[config.mk]
export PLATFORM = sky130hd
export DESIGN_NAME = detect_sequencer
export DESIGN_NICKNAME = d
export VERILOG_FILES = /design/src/rtl/detect_sequencer.sv
export SDC_FILE = /design/constraint.sdc
export NUM_CORES = 1
export LEC_CHECK = 0
export CAP_MARGIN = 10
export CORE_ASPECT_RATIO = 1.25
export CORE_UTILIZATION = 28
export CTS_BUF_LIST = sky130_fd_sc_hd__clkbuf_4 sky130_fd_sc_hd__clkbuf_8
export CTS_CLUSTER_SIZE = 25
export DETAILED_ROUTE_END_ITERATION = 10
export SYNTH_ARGS = -nofsm -noshare
export SYNTH_HDL_FRONTEND = slang
export SYNTH_SLANG_ARGS = --single-unit
[constraint.sdc]
create_clock -name pclk -period 2.1 [get_ports pclk]
set_input_delay 0.525 -clock pclk [delete_from_list [all_inputs] [get_ports pclk]]
set_output_delay 0.525 -clock pclk [all_outputs]
set_load 0.01 [all_outputs]
[src/rtl/detect_sequencer.sv]
// Receiver-detect sequencer: Detect.Quiet / Detect.Active for the PIPE tx path.
// Optional DETECT_RETRY_EN: one immediate re-detect before falling back to Quiet.
module detect_sequencer #(
  parameter int QUIET_CYCLES   = 1500000,
  parameter int ACTIVE_TIMEOUT = 64,
  parameter int CNT_W          = 21
) (
  input  logic       pclk,
  input  logic       reset_n,
  input  logic       start,
  input  logic       detect_status,
  output logic       elec_idle_req,
  output logic       detect_req,
  output logic       detect_done,
  output logic [7:0] fail_cnt,
  output logic [2:0] state
);

  typedef enum logic [2:0] {
    S_IDLE  = 3'd0,
    S_QUIET = 3'd1,
    S_AREQ  = 3'd2,
    S_AWAIT = 3'd3,
    S_DONE  = 3'd4
  } state_t;

  localparam logic [CNT_W-1:0] Q_LAST = CNT_W'(QUIET_CYCLES - 1);
  localparam logic [CNT_W-1:0] A_LAST = CNT_W'(ACTIVE_TIMEOUT - 1);
  localparam logic [CNT_W-1:0] C_ZERO = '0;
  localparam logic [CNT_W-1:0] C_ONE  = CNT_W'(1);

  state_t           st, st_nx;
  logic [CNT_W-1:0] cnt, cnt_nx;
  logic [7:0]       fail_nx;

`ifdef DETECT_RETRY_EN
  logic retry_q, retry_nx;
`endif

  assign state = st;

  // next-state, counter and failure-count decode; start=0 overrides all
  always_comb begin
    st_nx   = st;
    cnt_nx  = cnt;
    fail_nx = fail_cnt;
`ifdef DETECT_RETRY_EN
    retry_nx = retry_q;
`endif
    if (!start) begin
      st_nx  = S_IDLE;
      cnt_nx = C_ZERO;
`ifdef DETECT_RETRY_EN
      retry_nx = 1'b0;
`endif
    end else begin
      case (st)
        S_IDLE: begin
          st_nx  = S_QUIET;
          cnt_nx = C_ZERO;
        end
        S_QUIET: begin
          if (cnt == Q_LAST) begin
            st_nx  = S_AREQ;
            cnt_nx = C_ZERO;
          end else begin
            cnt_nx = cnt + C_ONE;
          end
        end
        S_AREQ: begin
          st_nx  = S_AWAIT;
          cnt_nx = C_ZERO;
        end
        S_AWAIT: begin
          if (detect_status) begin
            st_nx  = S_DONE;
            cnt_nx = C_ZERO;
`ifdef DETECT_RETRY_EN
            retry_nx = 1'b0;
`endif
          end else if (cnt == A_LAST) begin
            cnt_nx = C_ZERO;
            if (fail_cnt != 8'hFF)
              fail_nx = fail_cnt + 8'd1;
`ifdef DETECT_RETRY_EN
            if (!retry_q) begin
              retry_nx = 1'b1;
              st_nx    = S_AREQ;
            end else begin
              retry_nx = 1'b0;
              st_nx    = S_QUIET;
            end
`else
            st_nx = S_QUIET;
`endif
          end else begin
            cnt_nx = cnt + C_ONE;
          end
        end
        S_DONE: begin
          cnt_nx = C_ZERO;
        end
        default: begin
          st_nx  = S_IDLE;
          cnt_nx = C_ZERO;
`ifdef DETECT_RETRY_EN
          retry_nx = 1'b0;
`endif
        end
      endcase
    end
  end

  // state register with outputs decoded from the next state
  always_ff @(posedge pclk or negedge reset_n) begin
    if (!reset_n) begin
      st            <= S_IDLE;
      cnt           <= C_ZERO;
      fail_cnt      <= 8'd0;
      elec_idle_req <= 1'b1;
      detect_req    <= 1'b0;
      detect_done   <= 1'b0;
    end else begin
      st            <= st_nx;
      cnt           <= cnt_nx;
      fail_cnt      <= fail_nx;
      elec_idle_req <= (st_nx != S_DONE);
      detect_req    <= (st_nx == S_AREQ);
      detect_done   <= (st_nx == S_DONE);
    end
  end

`ifdef DETECT_RETRY_EN
  // retry flag: set on first timeout of an attempt
  always_ff @(posedge pclk or negedge reset_n) begin
    if (!reset_n)
      retry_q <= 1'b0;
    else
      retry_q <= retry_nx;
  end
`endif

endmodule

==> summary.txt <==
Timing
  • Final hold viol count: 0
  • Slew margin rel.: 63.68%
  • WHS: around 0.5 ns
  • Final setup vio count: 0
  • Period utilization: 94.08%
  • Worst Clk Skew: between 0.007 and 0.008 ns
  • Final Max Slew Viols: 0
  • Post-layout minimum cycle time: about 2.0 ns
  • FMAX: between 500 and 600 MHz
  • RSZ-0062 raised after global routing: no
  • Setup tns final: 0 ns
  • Slew @ Worst Pin: 0.5428 ns

Clock network
  • CTS tree: yes
  • Clk slew on worst S/H paths: 0.08 ns
  • Worst-skew pair later-pin latency: 0.29 ns
  • Clock root buffer: clkbuf_8
  • Htree depth: 2
  • CTS Buf Count: 5
  • Clock Sinks: 35
  • Clock tree buffer depth: 2
  • CTS Hold Bufs: 0

Floorplanning
  • Initial Utilization: around 30%
  • Chip width: 72.26 um
  • Full die area: 6491 um^2
  • Core Area: 5857 um^2
  • Die Y: between 80 and 90 um
  • FP Rows: 31
  • Number of I/O pins: 18

Setup path
  • Delay of the slowest critical-path stage: 0.48 ns
  • CP endpoint kind: flip-flop
  • Crit-path leading delay family: simple AND/OR/NAND/NOR gates
  • Crit Path Class: input port to flip-flop
  • Crit path required time: approximately 2.3 ns
  • Worst path cell trace: clkdlybuf4s50_1 -> nor2b_1 -> nand4b_1 -> nor4_4 -> buf_4 -> nand4_1 -> xnor2_1
  • Crit-path max FO: 7
  • Worst Setup Start Kind: input port
  • Worst path bufs/invs: 2
  • Crit-path slowest cell: clkdlybuf4s50_1
  • CP arrival: between 2 and 2.5 ns

Detailed routing
  • Post-route DRC: 0
  • Drt pass-1 iters: 4
  • WL/cell: around 12 um
  • ANT nets after route: 0
  • Post-Route WL: between 3000 and 4000 um
  • Vias post-DR: 1274
  • Vias per std cell: 4.534
  • Starting DRT DRC Count: 53

Power and ir drop
  • PwrDens: 639.6 nW/um^2
  • Leak Pwr: approximately 0.97 nW
  • IR Drop Worst-Case VDD: approximately 0.00028 V

Logic synthesis
  • Simple-gate portion of the synthesized area: 27.73%
  • Synth Area in XOR/XNOR: a little over an eighth
  • Netlist cell types: 31
  • Sequential cell area fraction in the yosys report: between 50 and 60%
  • Largest family of logic cells by synthesized area: simple AND/OR/NAND/NOR gates
  • Compound-cell area share of the yosys netlist: 4.272%
  • Synth Area in Adders: 1.448%
  • Yosys Warn Count: 0
  • Cell count after synthesis: ~160
  • Yosys reg bits: 35
  • Mux contribution to synthesized area: less than 1%
  • Synthesized area per cell: ~11 um^2
  • Post-synthesis cell area: ~1700 um^2
  • Synth Net Count: 167

Global routing
  • Global-route usage over all layers: 11.15%
  • Largest net degree at the start of global routing: 36
  • Congestion Overflow GR: 0
  • Number of global-route vias before repair: 1177
  • First-pass GRT wire length: 5658 um
  • Antenna violations before repair: 0

Placed design
  • Hpwl dp: 2206 um
  • RePlAce Congestion: around 0.75
  • I/O Buffers: 17
  • Placed cells: 270

Flow run
  • Max_cap viols: 0

Final layout
  • Nets: 204
  • Final Util: slightly below 40%
  • Commonest non-fill, non-tap cell in the layout: dfrtp_1
  • Footprint of the multi-input gates: roughly 850 um^2
  • Reg area: about 880 um^2
  • Fin cells: 281
  • Antenna diodes: 0
  • Layout area overhead: 32.01%
  • Fillers: 592
  • Layout cell share with drive strength beyond 1: between 10% and 20%
  • Most frequent cells in the layout: dfrtp_1, nor2_1, clkdlybuf4s50_1

Status
  • Status: completed

Min path
  • Hold crit path type: flip-flop to flip-flop
## metrics by stage
| step | cell area, um^2 | worst slack (ns) | power (W) |
|---|---|---|---|
| 3_3_place_gp | 2076 | -0.1100 | 0.0007413 |
| 6_report | 2281 | 0.1244 | 0.001459 |
| 4_1_cts | 2238 | 0.05876 | 0.001470 |
| 2_1_floorplan | 1728 | 0.1721 | 0.0007103 |
| 5_1_grt | 2281 | 0.009319 | 0.001506 |
| 3_5_place_dp | 2076 | -0.1319 | 0.0007410 |
## final timing paths
check                      cells past startpoint               startpoint                       to  slack [ns]
min reg2reg                                    1  fail_cnt[7]$_DFFE_PN0P_  fail_cnt[7]$_DFFE_PN0P_        0.49
max reg2reg                                    6         cnt[7]$_DFF_PN0_       state[1]$_DFF_PN0_        0.18
min                                            1  fail_cnt[7]$_DFFE_PN0P_  fail_cnt[7]$_DFFE_PN0P_        0.49
max                                            7                    start  fail_cnt[5]$_DFFE_PN0P_        0.12
max in group asynchronous                      2                  reset_n  elec_idle_req$_DFF_PN1_        1.10
min in group asynchronous                      2                  reset_n  fail_cnt[3]$_DFFE_PN0P_        0.65
## per-layer routing
layer,part of all wire (%),vias up,routed length (um),GRT usage (%)
li1,-,630,-,-
met1,46,613,1562,14.11
met2,48,26,1623,17.76
met3,3.6,5,122,3.363
met4,1.6,0,53,3.922
met5,0,-,0,0
## report_power, final
group / leakage (nW) / internal (W) / switching [W] / total [W]
clock: 0.0644 / 0.000473 / 0.000247 / 0.000720
sequential: 0.482 / 0.000677 / 0.00000295 / 0.000679
combinational: 0.420 / 0.0000277 / 0.0000312 / 0.0000589
total: 0.966 / 0.00118 / 0.000281 / 0.00146
## cell families (layout without fill, tap and decap cells)
kind of cell / after synthesis / count (layout)
fa+ha+maj: 2 / 2
buf+inv: 5 / 42
xor+xnor: 26 / 26
flops: 35 / 35
compound gates: 8 / 9
simple gates: 84 / 84
mux: 1 / 1
## final cells by class
class | count | share of cell area (%)
timing repair buffer | 33 | 13.82
clock buffer | 5 | 3.017
sequential | 35 | 38.45
multi-input combinational | 122 | 37.08
inverter | 1 | 0.1646
tap | 82 | 4.498
clock inverter | 3 | 2.962
## Yosys cell counts
cell type  count  area [um^2]
a21boi_0       4        30.03
a2bb2oi_4      1        26.28
and2_1         2        12.51
and2b_2        1        8.760
and3_1         5        31.28
and3b_1        1        8.760
and4_1         4        35.03
and4_2         2        20.02
buf_6          2        22.52
clkbuf_1       2        7.510
dfrtp_1       34        850.8
dfstp_2        1        26.28
ha_1           2        25.02
inv_1          1        3.750
mux2_2         1        11.26
nand2_1        9        33.78
nand3_1       16        80.08
nand3b_1       1        7.510
nand4_1        6        37.54
nand4b_1       2        17.52
nor2_1        27        101.4
nor2b_1        2        12.51
nor3_1         1        5.000
nor3b_1        1        7.510
nor4_1         1        6.260
nor4_4         2        42.54
o21a_1         1        7.510
o21ai_0        2        10.01
or4_4          1        11.26
xnor2_1       10        87.58
xor2_1        16        140.1
## repair_timing
item | in CTS | in global routing
gates resized for setup | 1 | 1
pin swaps | 1 | 3
cloned | 1 | 0
buffers inserted | 0 | 2
endpoints found under the setup margin | 21 | 23
hold endpoints to repair | 0 | 0
## flip-flops by register name, indices dropped and copies added (netlist names)
name	flops
state	3
detect_req	1
cnt	21
fail_cnt	8
detect_done	1
elec_idle_req	1
Note: power is estimated with default switching activity, not from simulation.
==> edit, RTL diff (config.mk and constraints unchanged) <==
`CNT_W`: 21 -> 42.
--- a/src/rtl/detect_sequencer.sv
+++ b/src/rtl/detect_sequencer.sv
@@ -3,7 +3,7 @@
 module detect_sequencer #(
   parameter int QUIET_CYCLES   = 1500000,
   parameter int ACTIVE_TIMEOUT = 64,
-  parameter int CNT_W          = 21
+  parameter int CNT_W          = 42
 ) (
   input  logic       pclk,
   input  logic       reset_n,
Formal check against the unedited RTL: same outputs for any inputs over 10 cycles, from zero or initial values and one cycle with reset_n low; that may be too few to reach the edited logic, so the function may still have changed.
==> edit against the original RTL <==
- the flow now finishes with violations (design-rule violations, negative setup slack)
- sequential power increased by 61%
- global-route usage increased by 1.5 points
- area after synthesis increased by 88%
- cell count increased by 83%
- critical path type is now reg -> reg
- die area increased by 86%
- setup slack got worse by 0.14 ns
- critical endpoint is now cnt[1]
- sequential cell count increased by 21
- first-iteration DRC count increased by 75%
- wire length increased by 120%
- cell area increased by 83%
- total power increased by 26%
==> edit: results (changes against the original RTL) <==
| Metric | Value |
|---|---|
| Routed vias/inst | 4.89 (+7.8%) |
| Status | complete, but fails checks |
| DP Worst Slack | -0.195 ns (-0.0628 ns) |
| GRT Util Overall | 12.6% (+1.5 points) |
| Post-synthesis sequential area ratio | 43.1% (-7.7 points) |
| Post-Route WL | 7.25 mm (+120%) |
| First-pass GRT wire length | 12.2 mm (+120%) |
| Measured slew at the worst slew-check pin | 0.360 ns (-0.183 ns) |
| Clk slew on worst S/H paths | 0.11 ns (+0.03 ns) |
| Fin crit share | 101% (+6.7 points) |
| Clk_lat worst skew | 0.31 ns (+0.02 ns) |
| Synth cell count leaders | dfrtp_1 (55), xnor2_1 (44), nor3b_1 (31) |
| Resized Gates After CTS | 10 (+9) |
| Synth async-reset ratio | 100% (unchanged) |
| Crit path DAT | 2.33 ns (+0.17 ns) |
| Row cnt | 43 (+39%) |
| Final net count | 384 (+88%) |
| Failing checks | design-rule violations, negative setup slack |
| Largest net degree at the start of global routing | 45 (+25%) |
| Synth cell types | 44 (+42%) |
| Clock Skew | 0.00737 ns (-0.000423 ns) |
| Largest fanout on the critical path | 6 (-1) |
| WHS | 0.0842 ns (-0.407 ns) |
| Number of flip-flops in the largest register | 42 (+100%) |
| Hold crit path type | in -> async |
| Initial antenna violation count | 0 (unchanged) |
| Dpl hpwl | 5.15 mm (+130%) |
| Cells after synthesis | 306 (+90%) |
| Post-route setup slack | -0.0154 ns (-0.140 ns) |
| Starting DRC count in detailed routing | 93 (+75%) |
| RR Endpoint | cnt[1] |
| Area contributors post-synth | dfrtp_1 (42%), xnor2_1 (12%), nor3b_1 (7.2%) |
| Drt pass-1 iters | 7 (+3) |
| Worst setup startpoint | cnt[41] |
| Vias in the first global route | 2487 (+110%) |
| LEAKAGE | 1.60 nW (+66%) |
| Share of cells above drive strength 1 | 30.6% (+13 points) |
| Cell Area, Placed | 0.00399 mm² (+92%) |
| DRC Markers | 2 (+2) |
| Root Driver | clkbuf_8 |
| Non-filler instance count after layout | 514 (+83%) |
| Final setup fails | 1 (+1) |
| Worst vdd ir | 0.209 mV (-26%) |
| Routability Congestion | 0.838 (+12%) |
| Fillers | 1119 (+89%) |
edit: final cells by class:
type | instances | share of cell area (%)
Inverter | 15 | 1.35
Clock inverter | 2 | 0.360
Multi-Input combinational cell | 220 | 42.5
Clock buffer | 6 | 1.98
Tap cell | 135 | 4.05
Sequential cell | 56 | 33.6
Timing Repair Buffer | 80 | 16.2
edit: how the worst max path moves through the flow:
stage,to,slack (ns),cells after the start
2_1_floorplan,cnt[36],0.02,6
3_3_place_gp,fail_cnt[7],-0.14,7
3_5_place_dp,cnt[10],-0.19,7
4_1_cts,cnt[1],-0.07,7
5_1_grt,cnt[1],-0.13,6
6_report,cnt[1],-0.02,6
edit: report_power, final:
group          switching [mW]  internal [mW]  total, mW
Combinational          0.0624         0.0474      0.110
Sequential            0.00455           1.08       1.09
Clock                   0.374          0.268      0.643
Total                   0.441           1.40       1.84
edit: cell families after synthesis:
kind of cell,after synthesis,share of synthesized area [%]
flops,56,43.1
compound gates,6,1.58
buf+inv,30,4.69
fa+ha+maj,2,0.769
simple gates,163,36.5
xor+xnor,47,12.6
mux,2,0.692
edit: critical path, cell delays in order (launching register included):
cell,delay [ns]
dfrtp_1,0.41
nor4_2,0.31
nand4_1,0.16
or4b_4,0.58
a31oi_4,0.21
buf_6,0.17
and3b_1,0.17
edit: per-layer routing:
metal	up-vias	global-route usage [%]	wire length, µm
met1	1246	15.9	3360
met5	-	0	0
li1	1233	-	-
met4	0	3.54	75
met3	5	2.28	175
met2	28	22.2	3640
edit: stage by stage:
stage / setup TNS [ns] / util (%)
after global routing: -3.51 / 37.3
after detailed placement: -6.32 / 35.7
after global placement: -4.29 / 35.7
after CTS: -1.25 / 36.9
after floorplan: 0 / -
final: -0.0154 / 37.3
